**src/rtl/i2c_seq_pkg.sv**
```systemverilog
// ---------------------------------------------------------------------------
// i2c_seq_pkg
// Shared definitions for the I2C command sequencer:
//   - seq_state_e : one-hot sequencer states (S_IDLE/S_LAUNCH/S_BUSY/S_CAPT)
//   - CMD_W       : command width, {addr[6:0], rw}
//   - RW_READ     : value of the rw bit that marks a read
//   - cmd_is_read : helper that decodes the rw bit of a command byte
// ---------------------------------------------------------------------------
package i2c_seq_pkg;

    localparam int   CMD_W   = 8;
    localparam logic RW_READ = 1'b1;

    typedef enum logic [3:0] {
        S_IDLE   = 4'b0001,
        S_LAUNCH = 4'b0010,
        S_BUSY   = 4'b0100,
        S_CAPT   = 4'b1000
    } seq_state_e;

    // The rw flag lives in the LSB of the command byte
    function automatic logic cmd_is_read(input logic [CMD_W-1:0] cmd);
        return (cmd[0] == RW_READ);
    endfunction

endpackage

```
**src/rtl/i2c_cmd_fifo.sv**
```systemverilog
// ---------------------------------------------------------------------------
// i2c_cmd_fifo
// Small synchronous FIFO holding host commands until the sequencer launches
// them. Storage is a register array; the head entry is presented straight
// from those registers so the sequencer can load it on the pop edge.
// Ports:
//   clk, rst        : clock, synchronous active-high reset
//   push, push_data : write request / data (ignored when full)
//   pop             : read request (ignored when empty)
//   head            : entry at the read pointer
//   full, empty     : occupancy flags
// DEPTH must be a power of two so the pointers wrap naturally.
// ---------------------------------------------------------------------------
module i2c_cmd_fifo #(
    parameter int DEPTH = 4,
    parameter int WIDTH = 8
) (
    input  logic             clk,
    input  logic             rst,
    input  logic             push,
    input  logic [WIDTH-1:0] push_data,
    input  logic             pop,
    output logic [WIDTH-1:0] head,
    output logic             full,
    output logic             empty
);

    localparam int AW    = $clog2(DEPTH);
    localparam int CNT_W = AW + 1;

    logic [WIDTH-1:0] mem_r [DEPTH];
    logic [AW-1:0]    wr_ptr_r;
    logic [AW-1:0]    rd_ptr_r;
    logic [CNT_W-1:0] count_r;
    logic             full_s;
    logic             empty_s;
    logic             push_ok_s;
    logic             pop_ok_s;

    assign full_s    = (count_r == CNT_W'(DEPTH));
    assign empty_s   = (count_r == CNT_W'(0));
    assign push_ok_s = push & ~full_s;
    assign pop_ok_s  = pop & ~empty_s;

    assign full  = full_s;
    assign empty = empty_s;
    assign head  = mem_r[rd_ptr_r];

    // Storage array and write pointer
    always_ff @(posedge clk) begin
        if (rst) begin
            for (int i = 0; i < DEPTH; i++) begin
                mem_r[i] <= '0;
            end
            wr_ptr_r <= '0;
        end else if (push_ok_s) begin
            mem_r[wr_ptr_r] <= push_data;
            wr_ptr_r        <= wr_ptr_r + AW'(1);
        end else begin
            wr_ptr_r <= wr_ptr_r;
        end
    end

    // Read pointer
    always_ff @(posedge clk) begin
        if (rst) begin
            rd_ptr_r <= '0;
        end else if (pop_ok_s) begin
            rd_ptr_r <= rd_ptr_r + AW'(1);
        end else begin
            rd_ptr_r <= rd_ptr_r;
        end
    end

    // Occupancy counter; simultaneous push and pop leave it unchanged
    always_ff @(posedge clk) begin
        if (rst) begin
            count_r <= '0;
        end else begin
            case ({push_ok_s, pop_ok_s})
                2'b10:   count_r <= count_r + CNT_W'(1);
                2'b01:   count_r <= count_r - CNT_W'(1);
                default: count_r <= count_r;
            endcase
        end
    end

endmodule

```
**src/rtl/i2c_cmd_sequencer.sv**
```systemverilog
// ---------------------------------------------------------------------------
// i2c_cmd_sequencer
// Command stage in front of the I2C master controller. Host commands
// ({addr[6:0], rw}) are queued in a FIFO and launched one at a time: the
// command byte is placed on i2c_data and i2c_init is held high until the
// controller's bussy flag rises. The end of the transaction is the falling
// edge of bussy; for reads the controller's data_out is captured and
// returned with a one-cycle rd_valid strobe.
// Ports:
//   clk, rst              : clock, synchronous active-high reset
//   cmd_data/valid/ready  : host command handshake (ready = FIFO not full)
//   i2c_init, i2c_data    : launch request and command byte to controller
//   i2c_bussy             : controller busy flag
//   i2c_data_out          : controller read data
//   rd_data, rd_valid     : returned read byte and its strobe
//   idle                  : FIFO empty and sequencer in S_IDLE
//   err                   : sticky launch-timeout flag
// Build option:
//   I2C_SEQ_TIMEOUT_EN    : when defined, a launch that sees no bussy rise
//                           within START_WAIT cycles is dropped and err is
//                           set; otherwise S_LAUNCH waits forever, err = 0.
// ---------------------------------------------------------------------------
module i2c_cmd_sequencer
    import i2c_seq_pkg::*;
#(
    parameter int DEPTH      = 4,
    parameter int START_WAIT = 1023
) (
    input  logic             clk,
    input  logic             rst,
    input  logic [CMD_W-1:0] cmd_data,
    input  logic             cmd_valid,
    output logic             cmd_ready,
    output logic             i2c_init,
    output logic [CMD_W-1:0] i2c_data,
    input  logic             i2c_bussy,
    input  logic [7:0]       i2c_data_out,
    output logic [7:0]       rd_data,
    output logic             rd_valid,
    output logic             idle,
    output logic             err
);

    seq_state_e       state_r;
    seq_state_e       state_nx_s;
    logic             bussy_q_r;
    logic             rise_s;
    logic             fall_s;
    logic             pop_s;
    logic             capt_entry_s;
    logic             timeout_s;
    logic             cur_rw_r;
    logic             init_r;
    logic [CMD_W-1:0] data_r;
    logic [7:0]       rd_data_r;
    logic             rd_valid_r;
    logic             fifo_full_s;
    logic             fifo_empty_s;
    logic [CMD_W-1:0] fifo_head_s;

    assign cmd_ready = ~fifo_full_s;
    assign idle      = fifo_empty_s & (state_r == S_IDLE);
    assign i2c_init  = init_r;
    assign i2c_data  = data_r;
    assign rd_data   = rd_data_r;
    assign rd_valid  = rd_valid_r;

    // Edges are taken against the registered copy, so a bussy that is
    // already high when S_LAUNCH is entered must drop and rise again
    // before it counts as the controller accepting the launch.
    assign rise_s = i2c_bussy & ~bussy_q_r;
    assign fall_s = ~i2c_bussy & bussy_q_r;

    i2c_cmd_fifo #(
        .DEPTH (DEPTH),
        .WIDTH (CMD_W)
    ) u_fifo (
        .clk       (clk),
        .rst       (rst),
        .push      (cmd_valid & ~fifo_full_s),
        .push_data (cmd_data),
        .pop       (pop_s),
        .head      (fifo_head_s),
        .full      (fifo_full_s),
        .empty     (fifo_empty_s)
    );

    // Next-state decode and per-cycle control strobes
    always_comb begin
        state_nx_s   = state_r;
        pop_s        = 1'b0;
        capt_entry_s = 1'b0;
        case (state_r)
            S_IDLE: begin
                if (!fifo_empty_s) begin
                    pop_s      = 1'b1;
                    state_nx_s = S_LAUNCH;
                end else begin
                    state_nx_s = S_IDLE;
                end
            end
            S_LAUNCH: begin
                if (rise_s) begin
                    state_nx_s = S_BUSY;
                end else if (timeout_s) begin
                    state_nx_s = S_IDLE;
                end else begin
                    state_nx_s = S_LAUNCH;
                end
            end
            S_BUSY: begin
                if (fall_s) begin
                    if (cur_rw_r == RW_READ) begin
                        state_nx_s   = S_CAPT;
                        capt_entry_s = 1'b1;
                    end else begin
                        state_nx_s = S_IDLE;
                    end
                end else begin
                    state_nx_s = S_BUSY;
                end
            end
            S_CAPT: begin
                state_nx_s = S_IDLE;
            end
            default: begin
                state_nx_s = S_IDLE;
            end
        endcase
    end

    // State register and bussy history
    always_ff @(posedge clk) begin
        if (rst) begin
            state_r   <= S_IDLE;
            bussy_q_r <= 1'b0;
        end else begin
            state_r   <= state_nx_s;
            bussy_q_r <= i2c_bussy;
        end
    end

    // Launch outputs: init is high exactly while the FSM sits in S_LAUNCH,
    // and the command byte is loaded from the FIFO head on the pop edge.
    always_ff @(posedge clk) begin
        if (rst) begin
            init_r   <= 1'b0;
            data_r   <= '0;
            cur_rw_r <= 1'b0;
        end else begin
            init_r <= (state_nx_s == S_LAUNCH);
            if (pop_s) begin
                data_r   <= fifo_head_s;
                cur_rw_r <= cmd_is_read(fifo_head_s);
            end else begin
                data_r   <= data_r;
                cur_rw_r <= cur_rw_r;
            end
        end
    end

    // Read return: data_out is sampled on the bussy-fall cycle so that
    // rd_data is already valid during the single S_CAPT cycle.
    always_ff @(posedge clk) begin
        if (rst) begin
            rd_data_r  <= 8'h00;
            rd_valid_r <= 1'b0;
        end else begin
            rd_valid_r <= capt_entry_s;
            if (capt_entry_s) begin
                rd_data_r <= i2c_data_out;
            end else begin
                rd_data_r <= rd_data_r;
            end
        end
    end

`ifdef I2C_SEQ_TIMEOUT_EN
    logic [15:0] wait_cnt_r;
    logic        err_r;

    // Fires on the START_WAIT-th launch cycle without a bussy rise
    assign timeout_s = (state_r == S_LAUNCH) && !rise_s &&
                       (wait_cnt_r == 16'(START_WAIT - 1));
    assign err       = err_r;

    // Launch wait counter and sticky error flag
    always_ff @(posedge clk) begin
        if (rst) begin
            wait_cnt_r <= 16'd0;
            err_r      <= 1'b0;
        end else begin
            if ((state_r == S_LAUNCH) && !timeout_s) begin
                wait_cnt_r <= wait_cnt_r + 16'd1;
            end else begin
                wait_cnt_r <= 16'd0;
            end
            if (timeout_s) begin
                err_r <= 1'b1;
            end else begin
                err_r <= err_r;
            end
        end
    end
`else
    logic [15:0] unused_start_wait_s;

    assign unused_start_wait_s = 16'(START_WAIT);
    assign timeout_s           = 1'b0;
    assign err                 = 1'b0;
`endif

endmodule
```
**config.mk**
```make
export PLATFORM = sky130hd
export DESIGN_NAME = i2c_cmd_sequencer
export DESIGN_NICKNAME = d
export VERILOG_FILES = /design/src/rtl/i2c_seq_pkg.sv /design/src/rtl/i2c_cmd_fifo.sv /design/src/rtl/i2c_cmd_sequencer.sv
export SDC_FILE = /design/constraint.sdc
export NUM_CORES = 1
export LEC_CHECK = 0
export BUFFER_PORTS_ARGS = -buffer_cell sky130_fd_sc_hd__buf_2
export CAP_MARGIN = 20
export CORE_UTILIZATION = 42
export CTS_CLUSTER_DIAMETER = 30
export DETAILED_ROUTE_END_ITERATION = 8
export MAX_ROUTING_LAYER = met4
export PLACE_DENSITY = 0.68
export SLEW_MARGIN = 30
export SYNTH_ARGS = -nofsm -noshare
export SYNTH_HDL_FRONTEND = slang
export SYNTH_SLANG_ARGS = --single-unit
```
**constraint.sdc**
```tcl
create_clock -name clk -period 3.6 [get_ports clk]
set_input_delay 0.72 -clock clk [delete_from_list [all_inputs] [get_ports clk]]
set_output_delay 0.72 -clock clk [all_outputs]
set_load 0.005 [all_outputs]
```
==> results.py <==
metrics = {
    "run_status": {
        "outcome": "finished, final reports clean",
    },
    "sta": {
        "worstMarginPinSlew_ps": 868,
        "setup_viol": 0,
        "final.min_clock_period_ps": 2480,
        "worst_clock_skew_ps": 8.41,
        "final_hold_viol_count": 0,
        "max_freq_mhz": 404,
        "setup_tns_ps": 0,
        "slew_headroom_pct": 42.0,
        "period_share_pct": 68.8,
        "rsz0062_at_grt": "no",
        "slew_violations": 0,
        "setup_slack_ps": 1120,
    },
    "setup_path": {
        "critPathMaxFanout": 12,
        "critical_path_required_ps": 3880,
        "end_kind": "register",
        "slowest_delay_ps": 630,
        "path_class": "register to register",
        "cp-start-kind": "register",
        "path_buf_inv": 1,
        "slowest_stage": "or4b_4",
        "crit_family": "simple AND/OR/NAND/NOR gates",
        "cp_cell_sequence": "or4b_4 > nor2_1 > ha_1 > inv_1 > fa_1 > xor2_1 > or3_1 > a21oi_1",
        "arrival_ps": 2760,
    },
    "synthesis": {
        "avgSynthCellArea_um2": 11.8,
        "synth-seq-area-share_pct": 57.1,
        "yosysUniqueCellTypes": 41,
        "ys.flop_type": "edfxtp_1",
        "postSynth.asyncResetShare_pct": 0,
        "synth_edf_count": 32,
        "synth-seq-cells": 64,
        "syn_inst": 237,
        "synth_nets": 259,
        "synthesis.area_um2": 2800,
        "synth_warnings": 0,
    },
    "die": {
        "pin_count": 41,
        "design.core.area_um2": 6390,
        "num_rows": 29,
        "die_x_um": 83.7,
        "die_h_um": 83.7,
        "start_util_pct": 43.9,
        "die_area_um2": 7010,
    },
    "cells_and_area": {
        "drive_above_1_share_pct": 25.6,
        "fin_area_um2": 3300,
        "final_common_cell": "buf_2",
        "finalNetCount": 298,
        "multi_input_area_um2": 1120,
        "layout_common_cells": "buf_2, and2_1, dfxtp_1, edfxtp_1, nand2b_1",
        "syn2layout_area_growth_pct": 17.6,
        "regArea_um2": 1600,
        "diodes": 0,
        "fillers": 565,
        "final_cells": 358,
    },
    "flow_run": {
        "maxCapViolCount": 0,
    },
    "clock_network": {
        "cts_tree": "yes",
        "cts_hold_buf": 0,
        "htree_num_levels": 3,
        "clock_sinks": 64,
        "clk_path_buf_depth": 2,
        "numCtsBuffers": 9,
        "insertion_delay_ps": 340,
        "postCtsResizedCells": 0,
        "cts_setup_buffers": 0,
        "clk_pin_slew_ps": 80,
        "root_buffer": "clkbuf_8",
    },
    "pwr": {
        "switching_share_pct": 30.5,
        "clockPowerShare_pct": 32.2,
        "p_comb_share_pct": 25.9,
        "seqPwrFrac_pct": 41.9,
        "ir_worst_vdd_uv": 415,
        "internal_power_w": 0.00163,
        "switchingPower_w": 0.000715,
        "power_leakage_nw": 1.28,
        "total_power_w": 0.00234,
        "powerDensity_nw_per_um2": 711,
    },
    "global_routing": {
        "grt_use_total_pct": 17.3,
        "grt_pass1_vias": 1866,
        "grt_max_degree": 30,
        "antenna_found_initial": 0,
        "grt_pass1_wl_um": 9000,
        "overflow": 0,
    },
    "detailed_routing": {
        "drt_iter0_markers": 107,
        "drtPass1Iterations": 4,
        "remaining_drc_errors": 0,
        "via_count": 1865,
        "routedWlPerCell_um": 14.8,
        "drtAntennaViolNets": 0,
        "wl_um": 5310,
        "vias_per_cell": 5.21,
    },
    "placement": {
        "post-dp-hpwl_um": 3670,
        "gp_congestion": 0.785,
        "io_buffers": 39,
        "dp_cells": 342,
        "dp_slack_ps": 1150,
        "placed_cell_area_um2": 3050,
    },
    "hold_path": {
        "hp-class": "register to register",
    },
}
## power groups by stage
stage / clock (W) / sequential, W / combinational [W]
global route: 0.000797 / 0.00100 / 0.000684
floorplan: 0 / 0.000955 / 0.000467
CTS: 0.000765 / 0.000985 / 0.000615
finish: 0.000754 / 0.000983 / 0.000607
detailed placement: 0 / 0.00100 / 0.000612
global placement: 0 / 0.000995 / 0.000598
## synthesized netlist by cell type, drive strengths merged (2+ instances only)
master	number	share of area, %
and2	32	7.1
dfxtp	32	23
edfxtp	32	34
nand2b	21	4.7
a21oi	14	2.5
o21ai	14	2.5
nor2	10	1.3
nand3	9	1.6
clkbuf	8	1.1
mux2i	8	2.9
mux4	8	6.4
buf	6	1.2
inv	6	0.80
or3	6	1.3
nor2b	5	1.1
nand2	2	0.27
nor3	2	0.36
nor3b	2	0.71
nor4b	2	0.85
xor2	2	0.62
## path summary, 6_finish.rpt
path                            slack (ps)  cells after the start       start           endpoint
worst max register to register        1120                      8  state_r[1]  u_fifo.count_r[2]
worst min register to register         470                      2  rd_data[1]         rd_data[1]
worst max-delay path                  1120                      8  state_r[1]  u_fifo.count_r[2]
worst min-delay path                   470                      2  rd_data[1]         rd_data[1]
## kinds of logic (layout without fill, tap and decap cells)
family | Yosys count | in the layout | synth area share (%)
compound gates | 36 | 36 | 7.45
simple gates | 96 | 96 | 21.2
fa+ha+maj | 2 | 2 | 1.16
xor+xnor | 2 | 2 | 0.625
other cells | 1 | 1 | 0.134
buf+inv | 20 | 64 | 3.08
mux | 16 | 16 | 9.28
flops | 64 | 64 | 57.1
## sequential cells by signal (all words and copies together), names as in the netlist, 2 cells and up, named ones only
name and flops:
u_fifo.rd_ptr_r 2, rd_data 8, u_fifo.wr_ptr_r 2, u_fifo.count_r 3, u_fifo.mem_r 32, i2c_data 8, state_r 4
## per-stage QoR
stage / hold slack, ps / util (%)
3_5_place_dp: 458 / 47.8
5_1_grt: 489 / 51.6
2_1_floorplan: 465 / -
3_3_place_gp: 457 / 47.8
6_report: 471 / 51.6
4_1_cts: 472 / 51.6
## area by class of cell
cell class | count | share of cell area (%)
inverters | 6 | 0.683
flip-flops and latches | 64 | 48.6
repair buffers | 42 | 6.60
multi-input cells | 153 | 33.8
clock buffers | 9 | 3.76
clock inverters | 7 | 3.64
well taps | 77 | 2.92
## worst register-to-register path: cells and delay by family (launching register included)
family          cells  cell delay (ps)
compound gates      1              150
xor+xnor            1              150
fa+ha+maj           2              570
buf+inv             1               60
flops               1              350
simple gates        3             1120
## routing by layer
layer | global-route usage (%) | vias to the layer above | part of all wire (%)
met5 | - | - | 0
met4 | 3.70 | 0 | 0.73
met3 | 6.92 | 7 | 5.5
met2 | 27.8 | 47 | 48
met1 | 20.5 | 885 | 46
li1 | - | 926 | -
No activity file was read; power rests on OpenSTA's default activity.
